## src/rtl/tlb_pkg.sv

```systemverilog
// Shared types, constants and the translation helper
// for the Sirius joint TLB.
package tlb_pkg;

  localparam int TLB_NENTRY = 16;

  localparam logic [4:0] EXC_MOD  = 5'd1;
  localparam logic [4:0] EXC_TLBL = 5'd2;
  localparam logic [4:0] EXC_TLBS = 5'd3;

  typedef enum logic [1:0] {
    OP_TLBR  = 2'd0,
    OP_TLBWI = 2'd1,
    OP_TLBWR = 2'd2,
    OP_TLBP  = 2'd3
  } tlb_op_e;

  typedef enum logic [1:0] {
    S_IDLE,
    S_EXEC,
    S_DONE
  } tlb_state_e;

  typedef struct packed {
    logic [23:0] pfn;
    logic [2:0]  c;
    logic        d;
    logic        v;
  } tlb_lo_t;

  typedef struct packed {
    logic [18:0] vpn2;
    logic        g;
    logic [7:0]  asid;
    tlb_lo_t     lo0;
    tlb_lo_t     lo1;
  } tlb_entry_t;

  typedef struct packed {
    logic [31:0] paddr;
    logic        uncached;
    logic        exc;
    logic [4:0]  code;
  } tlb_rsp_t;

  function automatic tlb_rsp_t translate(
    input logic [31:0] va,
    input logic        hit,
    input tlb_entry_t  e,
    input logic        st,
    input logic        k0u
  );
    tlb_rsp_t r;
    tlb_lo_t  lo;
    r  = '0;
    lo = va[12] ? e.lo1 : e.lo0;
    unique case (va[31:29])
      3'b100: begin
        r.paddr    = {3'b000, va[28:0]};
        r.uncached = k0u;
      end
      3'b101: begin
        r.paddr    = {3'b000, va[28:0]};
        r.uncached = 1'b1;
      end
      default: begin
        if (!hit || !lo.v) begin
          r.exc  = 1'b1;
          r.code = st ? EXC_TLBS : EXC_TLBL;
        end else if (st && !lo.d) begin
          r.exc  = 1'b1;
          r.code = EXC_MOD;
        end else begin
          r.paddr    = {lo.pfn[19:0], va[11:0]};
          r.uncached = (lo.c == 3'd2);
        end
      end
    endcase
    return r;
  endfunction

endpackage

```

## src/rtl/tlb_match.sv

```systemverilog
// Fully associative VPN2/ASID compare;
// lowest matching index wins.
module tlb_match
  import tlb_pkg::*;
#(
  parameter int NENTRY = TLB_NENTRY
) (
  input  tlb_entry_t [NENTRY-1:0]  arr,
  input  logic [18:0]              vpn2,
  input  logic [7:0]               asid,
  output logic                     hit,
  output logic [$clog2(NENTRY)-1:0] idx
);

  localparam int IW = $clog2(NENTRY);

  always_comb begin
    hit = 1'b0;
    idx = '0;
    for (int i = NENTRY - 1; i >= 0; i--) begin
      if (arr[i].vpn2 == vpn2 &&
          (arr[i].g || arr[i].asid == asid)) begin
        hit = 1'b1;
        idx = IW'(i);
      end
    end
  end

endmodule

```

## src/rtl/tlb_unit.sv

```systemverilog
// 16-entry joint TLB: COP0 command FSM plus
// registered I/D translation ports.
module tlb_unit
  import tlb_pkg::*;
#(
  parameter int NENTRY = TLB_NENTRY
) (
  input  logic                      clk,
  input  logic                      rst_n,
  input  logic                      cmd_valid,
  input  logic [1:0]                cmd_op,
  output logic                      cmd_ready,
  output logic                      cmd_done,
  input  logic [85:0]               cp0_tlb_conf,
  input  logic [$clog2(NENTRY)-1:0] cp0_index,
  input  logic [$clog2(NENTRY)-1:0] cp0_random,
  input  logic [7:0]                curr_asid,
  input  logic                      kseg0_uncached,
  output logic [85:0]               cp0_tlb_conf_in,
  output logic                      miss_probe,
  output logic [$clog2(NENTRY)-1:0] matched_index_probe,
  input  logic                      i_req,
  input  logic [31:0]               i_vaddr,
  input  logic                      d_req,
  input  logic [31:0]               d_vaddr,
  input  logic                      d_store,
  output logic                      i_rsp_valid,
  output logic [31:0]               i_paddr,
  output logic                      i_uncached,
  output logic                      i_exc,
  output logic [4:0]                i_exc_code,
  output logic                      d_rsp_valid,
  output logic [31:0]               d_paddr,
  output logic                      d_uncached,
  output logic                      d_exc,
  output logic [4:0]                d_exc_code
);

  localparam int IW = $clog2(NENTRY);

  tlb_entry_t [NENTRY-1:0] arr;
  tlb_state_e              state;
  tlb_op_e                 op_q;
  tlb_entry_t              conf_q;
  logic [IW-1:0]           index_q;
  logic [IW-1:0]           random_q;
  logic [7:0]              asid_q;

  logic          i_hit, d_hit, p_hit;
  logic [IW-1:0] i_idx, d_idx, p_idx;
  tlb_rsp_t      i_nx, d_nx;

  tlb_match #(.NENTRY(NENTRY)) u_match_i (
    .arr  (arr),
    .vpn2 (i_vaddr[31:13]),
    .asid (curr_asid),
    .hit  (i_hit),
    .idx  (i_idx)
  );

  tlb_match #(.NENTRY(NENTRY)) u_match_d (
    .arr  (arr),
    .vpn2 (d_vaddr[31:13]),
    .asid (curr_asid),
    .hit  (d_hit),
    .idx  (d_idx)
  );

  tlb_match #(.NENTRY(NENTRY)) u_match_p (
    .arr  (arr),
    .vpn2 (conf_q.vpn2),
    .asid (asid_q),
    .hit  (p_hit),
    .idx  (p_idx)
  );

  // The I port never stores, so it can never raise Mod.
  assign i_nx = translate(i_vaddr, i_hit, arr[i_idx],
                          1'b0, kseg0_uncached);
  assign d_nx = translate(d_vaddr, d_hit, arr[d_idx],
                          d_store, kseg0_uncached);

  always_ff @(posedge clk or negedge rst_n) begin
    if (!rst_n) begin
      state               <= S_IDLE;
      cmd_ready           <= 1'b1;
      cmd_done            <= 1'b0;
      op_q                <= OP_TLBR;
      conf_q              <= '0;
      index_q             <= '0;
      random_q            <= '0;
      asid_q              <= '0;
      arr                 <= '0;
      cp0_tlb_conf_in     <= '0;
      miss_probe          <= 1'b0;
      matched_index_probe <= '0;
    end else begin
      unique case (state)
        S_IDLE: begin
          if (cmd_valid) begin
            state     <= S_EXEC;
            cmd_ready <= 1'b0;
            op_q      <= tlb_op_e'(cmd_op);
            conf_q    <= cp0_tlb_conf;
            index_q   <= cp0_index;
            random_q  <= cp0_random;
            asid_q    <= curr_asid;
          end
        end
        S_EXEC: begin
          state    <= S_DONE;
          cmd_done <= 1'b1;
          unique case (op_q)
            OP_TLBR:  cp0_tlb_conf_in <= arr[index_q];
            OP_TLBWI: arr[index_q]    <= conf_q;
            OP_TLBWR: arr[random_q]   <= conf_q;
            OP_TLBP: begin
              miss_probe          <= !p_hit;
              matched_index_probe <= p_hit ? p_idx : '0;
            end
          endcase
        end
        S_DONE: begin
          state     <= S_IDLE;
          cmd_done  <= 1'b0;
          cmd_ready <= 1'b1;
        end
        default: state <= S_IDLE;
      endcase
    end
  end

  always_ff @(posedge clk or negedge rst_n) begin
    if (!rst_n) begin
      i_rsp_valid <= 1'b0;
      d_rsp_valid <= 1'b0;
      {i_paddr, i_uncached, i_exc, i_exc_code} <= '0;
      {d_paddr, d_uncached, d_exc, d_exc_code} <= '0;
    end else begin
      i_rsp_valid <= i_req;
      d_rsp_valid <= d_req;
      if (i_req)
        {i_paddr, i_uncached, i_exc, i_exc_code} <= i_nx;
      if (d_req)
        {d_paddr, d_uncached, d_exc, d_exc_code} <= d_nx;
    end
  end

endmodule
```

## config.mk

```make
export PLATFORM = sky130hd
export DESIGN_NAME = tlb_unit
export DESIGN_NICKNAME = d
export VERILOG_FILES = /design/src/rtl/tlb_pkg.sv /design/src/rtl/tlb_match.sv /design/src/rtl/tlb_unit.sv
export SDC_FILE = /design/constraint.sdc
export NUM_CORES = 2
export LEC_CHECK = 0
export BUFFER_PORTS_ARGS = -buffer_cell sky130_fd_sc_hd__buf_2
export CAP_MARGIN = 25
export CORE_ASPECT_RATIO = 0.5
export CORE_UTILIZATION = 40
export CTS_BUF_LIST = sky130_fd_sc_hd__clkbuf_8
export DETAILED_ROUTE_END_ITERATION = 10
export REMOVE_ABC_BUFFERS = 1
export SLEW_MARGIN = 30
export SYNTH_ARGS = -nofsm -noshare
export SYNTH_HDL_FRONTEND = slang
export SYNTH_HIERARCHICAL = 1
export SYNTH_SLANG_ARGS = --single-unit
```

## constraint.sdc

```tcl
create_clock -name clk -period 6 [get_ports clk]
set_input_delay 0 -clock clk [delete_from_list [all_inputs] [get_ports clk]]
set_output_delay 0 -clock clk [all_outputs]
set_load 0.005 [all_outputs]
```

==> reports/qor.tcl <==
set qor(main_combinational_cell_family_by_area_after_synthesis) {multiplexers}
set qor(clk_pin_slew_ns) 0.07
set qor(setup_viol) 0
set qor(synth.mux.area_fraction_pct) 38.4
set qor(post_synth_xor_area_fraction_pct) 11.5
set qor(floorplan.die.width_um) 706
set qor(rsz0062_at_grt) {false}
set qor(timing.critical_path.fanout_max) 32
set qor(synth-compound-area-share_pct) 1.40
set qor(initial_cell_density_of_the_core_pct) 40.5
set qor(finalHoldViolCount) 0
set qor(yosys_cell_types) 56
set qor(place_congestion) 0.955
set qor(yosys_warnings) 6
set qor(crit_type) {flop to flop}
set qor(cts_buffer_depth) 4
set qor(met2_track_utilization_from_global_routing_pct) 42.2
set qor(cp-start-kind) {flop}
set qor(synth.avg_cell_area_um2) 14.2
set qor(top_usage_layer) {met2}
set qor(grt_start_max_net_pins) 164
set qor(cts_tree) {built}
set qor(root_buffer) {sky130_fd_sc_hd__clkbuf_8}
set qor(regToRegEndpoint) {i_paddr[12]}
set qor(vdd_ir_drop_max_mv) 0.430
set qor(global_route_wire_length_before_repair_mm) 503
set qor(outcome) {completed}
set qor(synth_fa_ha_area_share_pct) 0.0758
set qor(ctsHtreeMaxLevel) 5
set qor(final.period_utilization_pct) 98.6
set qor(die_area_um2) 250000
set qor(detailedPlacementHpwl_mm) 220
set qor(global_route.usage.met3_pct) 5.35
set qor(drt-pass1-iter-count) 6
set qor(grt_util_all_layers_pct) 27.3
set qor(finalClockSkew_ns) 0.0858
set qor(numClockSinks) 1647
set qor(overall_die_height_um) 354
set qor(synth_simple_gate_area_share_pct) 3.56
set qor(slew_violations) 0
set qor(drt-vias-per-instance) 6.15
set qor(cap_viol_max_count) 0
set qor(number_of_global_route_vias_before_repair) 68600
set qor(synth_sequential_area_ratio_pct) 41.6
set qor(post-route-drc-count) 0
set qor(async_flop_share_pct) 100
set qor(dr.first_iter.drc_count) 6541
set qor(relSlewSlack_pct) 20.5
set qor(max_freq_ghz) 0.169
set qor(stdcell_area_um2) 114000
set qor(post_dp_cell_area_um2) 104000
set qor(finish.net_count) 7744
set qor(min_from) {curr_asid[3]}
set qor(place.detailed.instances) 10200
set qor(num_io_pins) 348
set qor(port-buffer-count) 340
set qor(layout-area-overhead-vs-synth_pct) 14.8
set qor(route.final.wire_length_mm) 345
set qor(post_synth_most_frequent_cells) {sky130_fd_sc_hd__dfrtp_1 (1,646), sky130_fd_sc_hd__mux2_2 (1,567), sky130_fd_sc_hd__xor2_1 (1,152)}
set qor(hold_class) {input pin to flop}
set qor(initial_antenna_violation_count) 15
set qor(num-fill-cells) 21600
set qor(final_cell_count_no_fill) 11000
set qor(tritoncts.num_buffers) 275
set qor(synthFlopType) {sky130_fd_sc_hd__dfrtp_1}
set qor(grt.overflow.total) 0
set qor(insertion_delay_ns) 0.99
set qor(timing.critical_path.required_ns) 6.83
set qor(postSynthRegisterBits) 1647
set qor(post-synth-top-area-cell) {sky130_fd_sc_hd__dfrtp_1}
set qor(post_synth_main_area_contributors) {sky130_fd_sc_hd__dfrtp_1 (42%), sky130_fd_sc_hd__mux4_2 (20%), sky130_fd_sc_hd__mux2_2 (18%)}
set qor(worst_pin_slew_ns) 1.18
set qor(drive_gt1_share_pct) 45.1
set qor(worst_slack_setup_final_ns) 0.0814
set qor(syn_inst) 6969
set qor(hold_path_end) {asid_q[3]}
set qor(reg2regPathDepth) 15
set qor(r2r_start) {arr[596]}
set qor(endpoint_type_of_the_worst_setup_path) {flop}
set qor(wl_per_cell_um) 31.3
set qor(syn_area_um2) 99100
set qor(remaining_number_of_nets_flagged_by_the_antenna_check_after_routing) 0
set qor(floorplan.core_area_um2) 245000
set qor(finalWorstPathRequiredPeriod_ns) 5.92
set qor(num_vias) 67800
set qor(pre_cts_ws_ns) 0.387
set qor(yosys.cell_count.top_type) {sky130_fd_sc_hd__dfrtp_1}
set qor(arrival_ns) 6.74
set qor(final_standard_cell_utilization_of_the_core_pct) 46.4
set qor(setup_tns_ns) 0
set qor(rows) 128
set qor(synth_top_area_share_pct) 41.6
set qor(power_leakage_nw) 51.1
set qor(globalRouteMet1Util_pct) 37.1
set qor(number_of_instances_on_the_worst_hold_path) 3
set qor(synth_enable_flop_cells) 0
set qor(power_density_nw_per_um2) 476
set qor(r2r_slack_ns) 0.08
per-stage QoR:
stage | hold WS, ns | total power, mW
2_1_floorplan | -0.296 | 33.1
3_3_place_gp | 0.0836 | 42.7
3_5_place_dp | 0.0894 | 43.0
4_1_cts | 0.000630 | 53.9
5_1_grt | 0.0542 | 56.6
6_report | 0.0800 | 54.1
worst max-delay path by stage:
stage                           start            end  slack (ns)  cells past startpoint
after floorplan            index_q[0]       arr[430]      -12.15                      5
after global placement    i_vaddr[21]    i_paddr[18]        0.39                     17
after detailed placement  i_vaddr[21]    i_paddr[12]        0.39                     18
after CTS                    arr[942]  d_exc_code[0]        0.14                     17
after global routing         arr[596]    i_paddr[12]        0.17                     15
final                        arr[596]    i_paddr[12]        0.08                     15
critical path, stage by stage (launching register included):
cell and delay, ns:
sky130_fd_sc_hd__dfrtp_1 0.48, sky130_fd_sc_hd__xor2_1 0.18, sky130_fd_sc_hd__nor4_1 0.85, sky130_fd_sc_hd__nand4_1 0.30, sky130_fd_sc_hd__nor3_1 0.57, sky130_fd_sc_hd__nor2_1 0.19
sky130_fd_sc_hd__o31ai_1 0.12, sky130_fd_sc_hd__nand2_1 0.13, sky130_fd_sc_hd__a21oi_4 0.48, sky130_fd_sc_hd__buf_12 0.33, sky130_fd_sc_hd__buf_12 0.25, sky130_fd_sc_hd__mux4_2 0.32
sky130_fd_sc_hd__mux4_2 0.48, sky130_fd_sc_hd__mux2i_1 0.43, sky130_fd_sc_hd__o21ai_1 0.09, sky130_fd_sc_hd__dlygate4sd3_1 0.57
layout by cell type, fill, tap and decap left out, types with 7 or more instances in the layout:
cell                            instances
sky130_fd_sc_hd__nor4_1               290
sky130_fd_sc_hd__dlygate4sd3_1        358
sky130_fd_sc_hd__buf_2                338
sky130_fd_sc_hd__a21oi_1               74
sky130_fd_sc_hd__o31ai_1               26
sky130_fd_sc_hd__inv_1                105
sky130_fd_sc_hd__or3_1                 14
sky130_fd_sc_hd__dfrtp_1             1628
sky130_fd_sc_hd__nor3b_1               34
sky130_fd_sc_hd__clkbuf_8             350
sky130_fd_sc_hd__buf_4                206
sky130_fd_sc_hd__nand2b_1              14
sky130_fd_sc_hd__nand4_1               66
sky130_fd_sc_hd__conb_1                 7
sky130_fd_sc_hd__xor2_1              1152
sky130_fd_sc_hd__xnor2_1              144
sky130_fd_sc_hd__diode_2                9
sky130_fd_sc_hd__nand2_4               13
sky130_fd_sc_hd__nor3_1                31
sky130_fd_sc_hd__buf_12                52
sky130_fd_sc_hd__mux2i_1               74
sky130_fd_sc_hd__o21ai_0               25
sky130_fd_sc_hd__dfrtp_2               14
sky130_fd_sc_hd__nor2_1                43
sky130_fd_sc_hd__nand2_1               39
sky130_fd_sc_hd__nand3_1               39
sky130_fd_sc_hd__o21ai_1                7
sky130_fd_sc_hd__mux2_2              1567
sky130_fd_sc_hd__mux4_2               873
sky130_fd_sc_hd__clkinv_2              28
sky130_fd_sc_hd__a22oi_1               35
sky130_fd_sc_hd__bufinv_16              8
sky130_fd_sc_hd__clkinvlp_4             7
state kept, by name, summed over array words and instances (netlist names), 4 cells and up:
| name | count |
|---|---|
| arr | 1376 |
| conf_q | 86 |
| cp0_tlb_conf_in | 86 |
| d_paddr | 32 |
| i_paddr | 32 |
| asid_q | 8 |
| index_q | 4 |
| matched_index_probe | 4 |
| random_q | 4 |
metal layers:
| metal | part of all wire (%) | vias up |
|---|---|---|
| met1 | 41 | 36200 |
| met3 | 7.7 | 922 |
| met2 | 45 | 3223 |
| met4 | 5.6 | 8 |
| li1 | - | 27400 |
| met5 | 0.012 | - |
power by group:
part           internal [mW]  switching [mW]  total (mW)
registers               15.3            7.07        22.3
logic                   11.9            9.31        21.2
clock network           5.60            4.95        10.6
total                   32.7            21.3        54.1
area by class of cell:
| cell class | instances | area, µm² | area share [%] |
|---|---|---|---|
| clock buffers | 350 | 4820 | 4.24 |
| flip-flops and latches | 1647 | 41200 | 36.3 |
| well taps | 3250 | 4070 | 3.58 |
| diodes | 9 | 22.5 | 0.0198 |
| repair buffers | 959 | 7980 | 7.02 |
| inverters | 30 | 115 | 0.101 |
| multi-input cells | 4650 | 54600 | 48.1 |
| clock inverters | 128 | 797 | 0.701 |
cell families (layout without fill, tap and decap cells):
group           Yosys count  in the layout
buf+inv                 678           1467
fa+ha+maj                 6              6
mux                    2514           2514
compound gates          217            217
xor+xnor               1296           1296
other cells               1             16
simple gates            610            610
flops                  1647           1647
what timing repair did:
| action | CTS | global route |
|---|---|---|
| hold buffers | 359 | 0 |
| buffers inserted | 0 | 17 |
| hold endpoints to repair | 1476 | 0 |
| gates resized for setup | 0 | 2 |
| endpoints found under the setup margin | 0 | 2 |
Power figures use the tool's default switching activity.
